`config.mk`:
```
export PLATFORM = sky130hd
export DESIGN_NAME = serial_alu_sequencer_flat
export DESIGN_NICKNAME = d
export VERILOG_FILES = /design/src/rtl/serial_alu_sequencer_if.sv /design/src/rtl/serial_alu_sequencer.sv /design/src/flat_wrapper.sv
export SDC_FILE = /design/constraint.sdc
export NUM_CORES = 1
export LEC_CHECK = 0
export CORE_MARGIN = 8
export CORE_UTILIZATION = 40
export CTS_CLUSTER_DIAMETER = 100
export DETAILED_ROUTE_END_ITERATION = 12
export PLACE_DENSITY_LB_ADDON = 0.3
export SLEW_MARGIN = 5
export SYNTH_ARGS = -nofsm -noshare
export SYNTH_HDL_FRONTEND = slang
export SYNTH_SLANG_ARGS = --single-unit
```
`constraint.sdc`:
```
create_clock -name clk -period 5.29 [get_ports clk]
set_clock_uncertainty 0.2 [all_clocks]
set_input_delay 1.587 -clock clk [delete_from_list [all_inputs] [get_ports clk]]
set_output_delay 1.587 -clock clk [all_outputs]
set_load 0.005 [all_outputs]
```
`src/rtl/serial_alu_sequencer_if.sv`:
```
// serial_alu_sequencer_if: request/operand bus from register-read and result/flag bus to writeback.
interface serial_alu_sequencer_if #(parameter int WIDTH = 32);
  logic             start;
  logic [2:0]       op;
  logic [WIDTH-1:0] a;
  logic [WIDTH-1:0] b;
  logic             busy;
  logic             done;
  logic [WIDTH-1:0] result;
  logic             cout;
  logic             ovf;
  logic             zero;
  logic             op_err;
  modport master (output start, op, a, b, input busy, done, result, cout, ovf, zero, op_err);
  modport slave (input start, op, a, b, output busy, done, result, cout, ovf, zero, op_err);
endinterface

```
`src/rtl/serial_alu_sequencer.sv`:
```
// serial_alu_sequencer: bit-serial ALU walking a one-bit slice LSB->MSB with a registered carry.
module serial_alu_sequencer #(
  parameter int WIDTH = 32
) (
  input logic                   clk,
  input logic                   rst_n,
  serial_alu_sequencer_if.slave bus_if
);
  localparam int IW = $clog2(WIDTH);
  typedef enum logic [1:0] {IDLE, RUN, DONE} state_t;
  state_t           state_q;
  logic [IW-1:0]    idx_q;
  logic             carry_q;
  logic [2:0]       op_q;
  logic [WIDTH-1:0] a_q, b_q, result_q, result_d;
  logic             busy_q, done_q, cout_q, ovf_q, zero_q, op_err_q;
  logic             ai, bi, bp, arith, r_bit, carry_d, legal, last;
  always_comb begin
    ai       = a_q[idx_q];
    bi       = b_q[idx_q];
    bp       = bi ^ op_q[2];
    arith    = op_q[1:0] == 2'b10;
    carry_d  = (ai & bp) | (carry_q & (ai ^ bp));
    r_bit    = op_q == 3'b000 ? ai & bi :
               op_q == 3'b001 ? ai | bi :
               op_q == 3'b111 ? ai ^ bi : ai ^ bp ^ carry_q;
    result_d = result_q;
    result_d[idx_q] = r_bit;
    legal    = bus_if.op inside {3'b000, 3'b001, 3'b010, 3'b110, 3'b111};
    last     = idx_q == IW'(WIDTH - 1);
  end
  always_ff @(posedge clk or negedge rst_n) begin
    if (!rst_n) begin
      state_q  <= IDLE;
      idx_q    <= '0;
      carry_q  <= 1'b0;
      op_q     <= '0;
      a_q      <= '0;
      b_q      <= '0;
      result_q <= '0;
      busy_q   <= 1'b0;
      done_q   <= 1'b0;
      cout_q   <= 1'b0;
      ovf_q    <= 1'b0;
      zero_q   <= 1'b0;
      op_err_q <= 1'b0;
    end else if (state_q == IDLE) begin
      if (bus_if.start) begin
        a_q      <= bus_if.a;
        b_q      <= bus_if.b;
        op_q     <= bus_if.op;
        idx_q    <= '0;
        carry_q  <= bus_if.op[2];
        result_q <= '0;
        cout_q   <= 1'b0;
        ovf_q    <= 1'b0;
        busy_q   <= 1'b1;
        done_q   <= !legal;
        zero_q   <= !legal;
        op_err_q <= !legal;
        state_q  <= legal ? RUN : DONE;
      end
    end else if (state_q == RUN) begin
      result_q <= result_d;
      idx_q    <= idx_q + 1'b1;
      if (arith) carry_q <= carry_d;
      if (last) begin
        // carry_q here is the carry into the MSB slice, carry_d the carry out of it
        cout_q  <= arith & carry_d;
        ovf_q   <= arith & (carry_q ^ carry_d);
        zero_q  <= result_d == '0;
        done_q  <= 1'b1;
        state_q <= DONE;
      end
    end else begin
      done_q  <= 1'b0;
      busy_q  <= 1'b0;
      state_q <= IDLE;
    end
  end
  assign bus_if.busy   = busy_q;
  assign bus_if.done   = done_q;
  assign bus_if.result = result_q;
  assign bus_if.cout   = cout_q;
  assign bus_if.ovf    = ovf_q;
  assign bus_if.zero   = zero_q;
  assign bus_if.op_err = op_err_q;
endmodule

```
`src/flat_wrapper.sv`:
```
// flat-port wrapper written by rule: the top's interface ports become plain ports
module serial_alu_sequencer_flat 
#(
  parameter int WIDTH = 32
)
  (clk, rst_n, bus_if_start, bus_if_op, bus_if_a, bus_if_b, bus_if_busy, bus_if_done, bus_if_result, bus_if_cout, bus_if_ovf, bus_if_zero, bus_if_op_err);
  serial_alu_sequencer_if #(.WIDTH(WIDTH)) bus_if_i ();
  input logic clk;
  input logic rst_n;
  input wire logic [$bits(bus_if_i.start)-1:0] bus_if_start;
  input wire logic [$bits(bus_if_i.op)-1:0] bus_if_op;
  input wire logic [$bits(bus_if_i.a)-1:0] bus_if_a;
  input wire logic [$bits(bus_if_i.b)-1:0] bus_if_b;
  output wire logic [$bits(bus_if_i.busy)-1:0] bus_if_busy;
  output wire logic [$bits(bus_if_i.done)-1:0] bus_if_done;
  output wire logic [$bits(bus_if_i.result)-1:0] bus_if_result;
  output wire logic [$bits(bus_if_i.cout)-1:0] bus_if_cout;
  output wire logic [$bits(bus_if_i.ovf)-1:0] bus_if_ovf;
  output wire logic [$bits(bus_if_i.zero)-1:0] bus_if_zero;
  output wire logic [$bits(bus_if_i.op_err)-1:0] bus_if_op_err;
  assign bus_if_i.start = bus_if_start;
  assign bus_if_i.op = bus_if_op;
  assign bus_if_i.a = bus_if_a;
  assign bus_if_i.b = bus_if_b;
  assign bus_if_busy = bus_if_i.busy;
  assign bus_if_done = bus_if_i.done;
  assign bus_if_result = bus_if_i.result;
  assign bus_if_cout = bus_if_i.cout;
  assign bus_if_ovf = bus_if_i.ovf;
  assign bus_if_zero = bus_if_i.zero;
  assign bus_if_op_err = bus_if_i.op_err;
  serial_alu_sequencer #(.WIDTH(WIDTH)) u_core (.clk(clk), .rst_n(rst_n), .bus_if(bus_if_i));
endmodule
```
==> results of run 1 <==
metrics by stage:
step / util [%] / instances
2_1_floorplan: - / 648
3_3_place_gp: 48.94 / 905
3_5_place_dp: 48.94 / 905
4_1_cts: 51.01 / 921
5_1_grt: 51.01 / 921
6_report: 51.01 / 921
worst max-delay path, cell delays in order, from the launching register on:
cell and delay (ps):
sky130_fd_sc_hd__dfrtp_1 930, sky130_fd_sc_hd__mux4_2 440, sky130_fd_sc_hd__mux4_2 510, sky130_fd_sc_hd__mux2i_4 200, sky130_fd_sc_hd__xnor2_1 160, sky130_fd_sc_hd__fa_1 450, sky130_fd_sc_hd__a21oi_1 160, sky130_fd_sc_hd__o21ai_1 110
sky130_fd_sc_hd__a21oi_1 160, sky130_fd_sc_hd__buf_4 220, sky130_fd_sc_hd__nor2b_1 410, sky130_fd_sc_hd__a22o_1 230
cell usage after synthesis (3+ instances only):
| cell | instances | share of area (%) |
|---|---|---|
| sky130_fd_sc_hd__o21ai_1 | 9 | 0.77 |
| sky130_fd_sc_hd__nor2b_1 | 9 | 0.96 |
| sky130_fd_sc_hd__nor3_1 | 4 | 0.34 |
| sky130_fd_sc_hd__a31oi_1 | 15 | 1.6 |
| sky130_fd_sc_hd__nor4bb_1 | 3 | 0.51 |
| sky130_fd_sc_hd__nor2_1 | 17 | 1.1 |
| sky130_fd_sc_hd__mux4_2 | 20 | 7.7 |
| sky130_fd_sc_hd__clkbuf_1 | 36 | 2.3 |
| sky130_fd_sc_hd__mux2i_1 | 7 | 1.2 |
| sky130_fd_sc_hd__o31ai_1 | 3 | 0.38 |
| sky130_fd_sc_hd__nand3_1 | 3 | 0.26 |
| sky130_fd_sc_hd__nand4_1 | 4 | 0.43 |
| sky130_fd_sc_hd__a22o_1 | 10 | 1.5 |
| sky130_fd_sc_hd__or2_2 | 7 | 0.75 |
| sky130_fd_sc_hd__and3_1 | 7 | 0.75 |
| sky130_fd_sc_hd__a21oi_1 | 18 | 1.5 |
| sky130_fd_sc_hd__buf_1 | 5 | 0.32 |
| sky130_fd_sc_hd__and2_1 | 5 | 0.53 |
| sky130_fd_sc_hd__nand2b_1 | 6 | 0.64 |
| sky130_fd_sc_hd__ha_1 | 7 | 1.5 |
| sky130_fd_sc_hd__o21ai_0 | 58 | 5.0 |
| sky130_fd_sc_hd__inv_1 | 9 | 0.58 |
| sky130_fd_sc_hd__nor3b_1 | 6 | 0.77 |
| sky130_fd_sc_hd__a32o_1 | 5 | 0.85 |
| sky130_fd_sc_hd__dfrtp_1 | 112 | 48 |
| sky130_fd_sc_hd__nand2_1 | 227 | 15 |
flip-flops by register name (all words and copies together), names as in the netlist, 3 cells and up:
name	cells
u_core.b_q	32
u_core.op_q	3
u_core.a_q	32
u_core.bus_if.result	32
u_core.idx_q	5
final cells by class:
type,instances,area [sq um],share of cell area (%)
Multi-Input combinational cell,480,2834,38.52
Sequential cell,112,2803,38.10
Clock buffer,10,229.0,3.112
Tap cell,184,230.2,3.129
Clock inverter,6,68.82,0.9354
Timing Repair Buffer,118,1151,15.65
Inverter,11,41.29,0.5612
power by group:
part	leakage (nW)	internal (mW)	switching, mW
clock network	0.143	0.370	0.315
registers	1.44	1.17	0.258
logic	1.76	0.835	1.04
how the worst min path moves through the flow:
stage	start	to	slack, ps	cells past startpoint
detailed placement	u_core.a_q[1]	u_core.a_q[1]	260	2
floorplan	u_core.a_q[10]	u_core.a_q[10]	240	2
finish	u_core.a_q[1]	u_core.a_q[1]	280	2
global placement	u_core.a_q[28]	u_core.a_q[28]	260	2
global route	u_core.b_q[0]	u_core.b_q[0]	290	2
CTS	u_core.b_q[5]	u_core.b_q[5]	280	2
placed cells by master, fill, tap and decap left out, types with 10 or more instances in the layout:
master,Yosys,final
sky130_fd_sc_hd__a21oi_1,18,18
sky130_fd_sc_hd__a22o_1,10,10
sky130_fd_sc_hd__a31oi_1,15,15
sky130_fd_sc_hd__buf_4,0,12
sky130_fd_sc_hd__clkdlybuf4s50_1,0,106
sky130_fd_sc_hd__dfrtp_1,112,112
sky130_fd_sc_hd__mux4_2,20,20
sky130_fd_sc_hd__nand2_1,227,226
sky130_fd_sc_hd__nor2_1,17,17
sky130_fd_sc_hd__o21ai_0,58,58
layer usage:
layer	GRT usage (%)	wire, microns	part of all wire [%]	vias to the layer above
li1	-	-	-	2399
met1	24.05	7212	45	2484
met5	0	0	0	-
met2	28.19	7340	45	230
met3	3.598	1220	7.5	34
met4	7.423	407	2.5	0
logic make-up after synthesis:
| group | count (synthesis) | share of synthesized area [%] |
|---|---|---|
| XOR/XNOR | 2 | 0.2989 |
| AO/OA/AOI/OAI | 137 | 14.30 |
| AND/OR/NAND/NOR | 304 | 22.40 |
| flip-flops | 112 | 47.82 |
| adder cells (fa/ha/maj) | 8 | 1.836 |
| buffers and inverters | 56 | 3.886 |
| multiplexers | 29 | 9.458 |
==> impl_metrics.csv, run 1 <==
group,metric,value,unit
placed_design,placedInstanceArea,7059,sq um
sta,max_freq,235.9,MHz
critical_path,critical_path_required,5380,ps
critical_path,critPathLaunch,"u_core.idx_q[1]",
critical_path,worstReg2RegEnd,"u_core.bus_if.result[11]",
clock_tree,clk_path_buf_depth,2,
global_route,grt_usage,18.06,%
clock_tree,number_of_hold_repair_buffers_added_at_the_cts_stage,0,
floorplan,design.die.area,18780,sq um
route,drt_first_pass_iters,5,
floorplan,boundaryPins,108,
clock_tree,clkSlewWorstSetupHoldPaths,80,ps
floorplan,number_of_rows_in_the_core_area,44,
sta,final-setup-viol-count,0,
critical_path,crit_path_end,"u_core.bus_if.result[11]",
critical_path,cp-end-kind,"flip-flop",
power_and_ir_drop,pwr_density_cell,541.7,nW/um^2
yosys,synth_warnings,0,
yosys,ys_async_rst_share,100.0,%
yosys,synth.lib_cells_used.distinct,55,
route,drt-wirelength-per-cell,17.57,microns
job,maxCapViolCount,0,
floorplan,placeableCoreArea,14420,sq um
clock_tree,cts_htree_levels,3,
placed_design,gp_congestion,0.8218,
critical_path,setup.worst_path.start_class,"flip-flop",
sta,fin_crit_sh,80.12,%
sta,worst_slack,1052,ps
yosys,syn_std_cell_area,5861,sq um
placed_design,dpl_wire_length,11.45,mm
clock_tree,cts_num_sinks,112,
clock_tree,numCtsBuffers,9,
critical_path,regToRegSetupSlack,1050,ps
critical_path,crit_fanout,21,
route,drtIter0Drc,521,
floorplan,initial_standard_cell_utilization_of_the_core,40.63,%
placed_design,dp_worst_setup_slack,1177,ps
sta,timing_max_transition_violations_final,0,
global_route,grt_first_pass_wirelength,27.25,mm
global_route,antenna_found_initial,0,
yosys,synth_nets,726,
yosys,syn_inst,648,
clock_tree,postCtsSetupBuffers,0,
critical_path,worst-endpoint-arrival,4330,ps
yosys,ys_seq_area_share,47.82,%
floorplan,floorplan.die.width,137.0,microns
yosys,ys.flop_type,"sky130_fd_sc_hd__dfrtp_1",
layout,finish.instance_area,7357,sq um
critical_path,regToRegStartpoint,"u_core.idx_q[1]",
sta,worstMarginPinSlew,928.4,ps
global_route,grt_remaining_overflow,0,
clock_tree,cts-resized-gates,0,
critical_path,worst-r2r-cell-count,11,
outcome,status,"completed",
sta,hold-worst-slack,276.7,ps
power_and_ir_drop,max-vdd-ir-drop,0.2099,mV
clock_tree,tritoncts,"yes",
yosys,ys_seq_elements,112,
sta,final.min_clock_period,4238,ps
placed_design,port_buffers,107,
route,route.antenna.remaining_nets,0,
clock_tree,insertion_delay,350,ps
sta,finalHoldViolations,0,
sta,fin_tns_setup,0,ps
global_route,number_of_global_route_vias_before_repair,5338,
yosys,synth_area_per_inst,9.044,sq um
layout,fillers,1345,
layout,antenna_cells,0,
layout,layout.nets,810,
global_route,largest_net_degree_at_the_start_of_global_routing,73,
critical_path,timing_worst_setup_path_type,"flip-flop to flip-flop",
sta,grt_setup_unrepaired,"false",
layout,drive_gt1_share,8.141,%
power_and_ir_drop,p_leak,3.340,nW
power_and_ir_drop,report.power.total,3.985,mW
route,wirelength,16.18,mm
route,remaining_drc_errors,0,
yosys,synth_enable_flop_cells,0,
route,via_per_inst,5.588,
sta,max_slew_margin,37.98,%
floorplan,dieHeight,137.0,microns
clock_tree,root_buffer,"sky130_fd_sc_hd__clkbuf_16",
route,overall_via_count_from_detail_route,5147,
layout,layout-area-overhead-vs-synth,25.53,%
min_path,hold_wc_path_type,"flip-flop to flip-flop",
Power figures use the tool's default switching activity.
==> run 2, diff against run 1 <==
clock period = 3.6 ns   (was 5.29 ns; I/O delays follow)
==> run 2 against run 1 <==
Compared with the run above: sequential power is 45% higher; sequential share of layout area is 1.4 points lower; clock-buffer cell count stayed put; largest cell class unchanged; flip-flop and latch count stayed put; hold slack worse by 2.2 ps; critical path depth is 1 higher; global-route usage is 0.37 points higher; critical endpoint is now u_core.bus_if.result[14]; clock power is 49% higher.
==> impl_metrics.csv, run 2 (synthesis gave the netlist of run 1 again) <==
group,metric,value,unit
critical_path,crit_fanout,6,
critical_path,setup.worst_path.start_class,"flip-flop",
power_and_ir_drop,internal_power,3.800,mW
route,overall_via_count_from_detail_route,5206,
min_path,hold_start,"u_core.a_q[15]",
placed_design,gp_congestion,0.9048,
route,remaining_drc_errors,0,
sta,worstMarginPinSlew,621.3,ps
clock_tree,root_buffer,"sky130_fd_sc_hd__clkbuf_16",
layout,sequential_cell_area,2804,sq um
floorplan,number_of_rows_in_the_core_area,44,
sta,final-setup-viol-count,0,
critical_path,cp-end-kind,"flip-flop",
power_and_ir_drop,switching_power,2.565,mW
job,maxCapViolCount,0,
min_path,hold_wc_path_type,"flip-flop to flip-flop",
critical_path,timing_worst_setup_path_type,"flip-flop to flip-flop",
floorplan,initial_standard_cell_utilization_of_the_core,40.63,%
clock_tree,insertion_delay,360,ps
power_and_ir_drop,p_leak,3.464,nW
sta,timing_max_transition_violations_final,0,
global_route,antenna_found_initial,0,
clock_tree,cts_htree_levels,3,
global_route,grt_usage,18.43,%
placed_design,port_buffers,107,
floorplan,placeableCoreArea,14420,sq um
floorplan,dieHeight,137.0,microns
clock_tree,clkSlewWorstSetupHoldPaths,80,ps
power_and_ir_drop,pwr_density_cell,833.3,nW/um^2
layout,fillers,1288,
sta,hold-worst-slack,274.5,ps
sta,max_freq,279.1,MHz
route,drtIter0Drc,364,
floorplan,design.die.area,18780,sq um
outcome,status,"completed",
power_and_ir_drop,pwr-share-clk,16.0,%
clock_tree,tritoncts,"yes",
critical_path,critical_path_required,3690,ps
sta,fin_crit_sh,99.54,%
layout,combined_area_of_the_multi_input_logic_cells,2927,sq um
layout,antenna_cells,0,
global_route,grt_first_pass_wirelength,27.28,mm
power_and_ir_drop,report.power.total,6.365,mW
power_and_ir_drop,max-vdd-ir-drop,0.4794,mV
placed_design,dpl_wire_length,11.89,mm
layout,commonest_non_fill_non_tap_cell_in_the_layout,"sky130_fd_sc_hd__nand2_1",
sta,grt_setup_unrepaired,"true",
placed_design,dp_worst_setup_slack,-78.71,ps
clock_tree,clk_path_buf_depth,2,
layout,mostFrequentLayoutCells,"222 x sky130_fd_sc_hd__nand2_1, 111 x sky130_fd_sc_hd__dfrtp_1, 106 x sky130_fd_sc_hd__clkdlybuf4s50_1, 47 x sky130_fd_sc_hd__o21ai_0, 20 x sky130_fd_sc_hd__mux4_2",
floorplan,boundaryPins,108,
route,wirelength,16.89,mm
sta,final.min_clock_period,3583,ps
critical_path,critPathLaunch,"u_core.idx_q[0]",
power_and_ir_drop,power.share.switching,40.30,%
route,drt-wirelength-per-cell,18.06,microns
route,route.antenna.remaining_nets,0,
sta,worst_slack,16.71,ps
layout,layout.nets,824,
clock_tree,number_of_hold_repair_buffers_added_at_the_cts_stage,0,
sta,finalHoldViolations,0,
power_and_ir_drop,p_comb_share,51.2,%
clock_tree,cts_num_sinks,112,
global_route,number_of_global_route_vias_before_repair,5313,
route,via_per_inst,5.568,
sta,max_slew_margin,58.58,%
global_route,grt_remaining_overflow,0,
layout,layout-area-overhead-vs-synth,30.34,%
critical_path,regToRegStartpoint,"u_core.idx_q[0]",
critical_path,worst-endpoint-arrival,3670,ps
power_and_ir_drop,seq_power_share,32.7,%
global_route,largest_net_degree_at_the_start_of_global_routing,73,
floorplan,floorplan.die.width,137.0,microns
layout,drive_gt1_share,12.65,%
clock_tree,numCtsBuffers,9,
route,drt_first_pass_iters,5,
[run 2: layout make-up]
| type | instances | share of cell area (%) |
|---|---|---|
| Clock buffer | 10 | 2.998 |
| Clock inverter | 6 | 0.9009 |
| Inverter | 11 | 0.5405 |
| Multi-Input combinational cell | 480 | 38.31 |
| Sequential cell | 112 | 36.71 |
| Tap cell | 184 | 3.014 |
| Timing Repair Buffer | 132 | 17.53 |
[run 2: worst paths after layout]
kind | end | slack [ps] | cells after the start
hold reg to reg | u_core.a_q[15] | 270 | 2
max in group asynchronous | u_core.b_q[3] | 1890 | 2
hold / removal | u_core.a_q[15] | 270 | 2
setup reg to reg | u_core.bus_if.result[14] | 20 | 12
min in group asynchronous | u_core.bus_if.result[14] | 520 | 1
setup / recovery | u_core.bus_if.result[14] | 20 | 12
[run 2: power groups by stage]
stage	clock, mW	sequential [mW]	combinational, mW
after CTS	1.03	2.07	3.03
after global routing	1.09	2.13	3.59
final	1.02	2.08	3.26
after detailed placement	0	2.08	2.96
after global placement	0	2.08	2.83
after floorplan	0	1.95	2.03
[run 2: per-stage QoR]
step                setup TNS (ps)  cell area [sq um]  cells  util [%]
CTS                         -36.60               7512    933     52.08
detailed placement          -486.7               7187    915     49.83
floorplan                        0               5867    648         -
finish                           0               7639    935     52.96
global route                 -1844               7639    935     52.96
global placement                 0               7187    915     49.83
[run 2: per-layer routing]
layer	up-vias	global-route usage, %	part of all wire, %	wire length (microns)
met4	0	8.147	2.6	440
met1	2537	24.24	44	7465
met3	34	4.222	7.0	1178
li1	2424	-	-	-
met5	-	0	0	0
met2	211	28.46	46	7801
[run 2: repair_timing]
item                                    4_1_cts  5_1_grt
buffers inserted                              2        1
hold endpoints to repair                      0        0
resized for setup                             5       32
cloned                                        0        1
endpoints found under the setup margin       21       33
pin swaps                                     0       18
[run 2: worst max-delay path: stages, from the launching register on]
cell                        delay [ps]
sky130_fd_sc_hd__dfrtp_2           430
sky130_fd_sc_hd__clkbuf_16         180
sky130_fd_sc_hd__mux4_2            500
sky130_fd_sc_hd__mux4_2            490
sky130_fd_sc_hd__mux2i_4           190
sky130_fd_sc_hd__xnor2_2           150
sky130_fd_sc_hd__fa_1              490
sky130_fd_sc_hd__nand2_2           100
sky130_fd_sc_hd__o311ai_4          110
sky130_fd_sc_hd__a21oi_2           220
sky130_fd_sc_hd__buf_6             160
sky130_fd_sc_hd__nand2_2           120
sky130_fd_sc_hd__o21ai_2           180
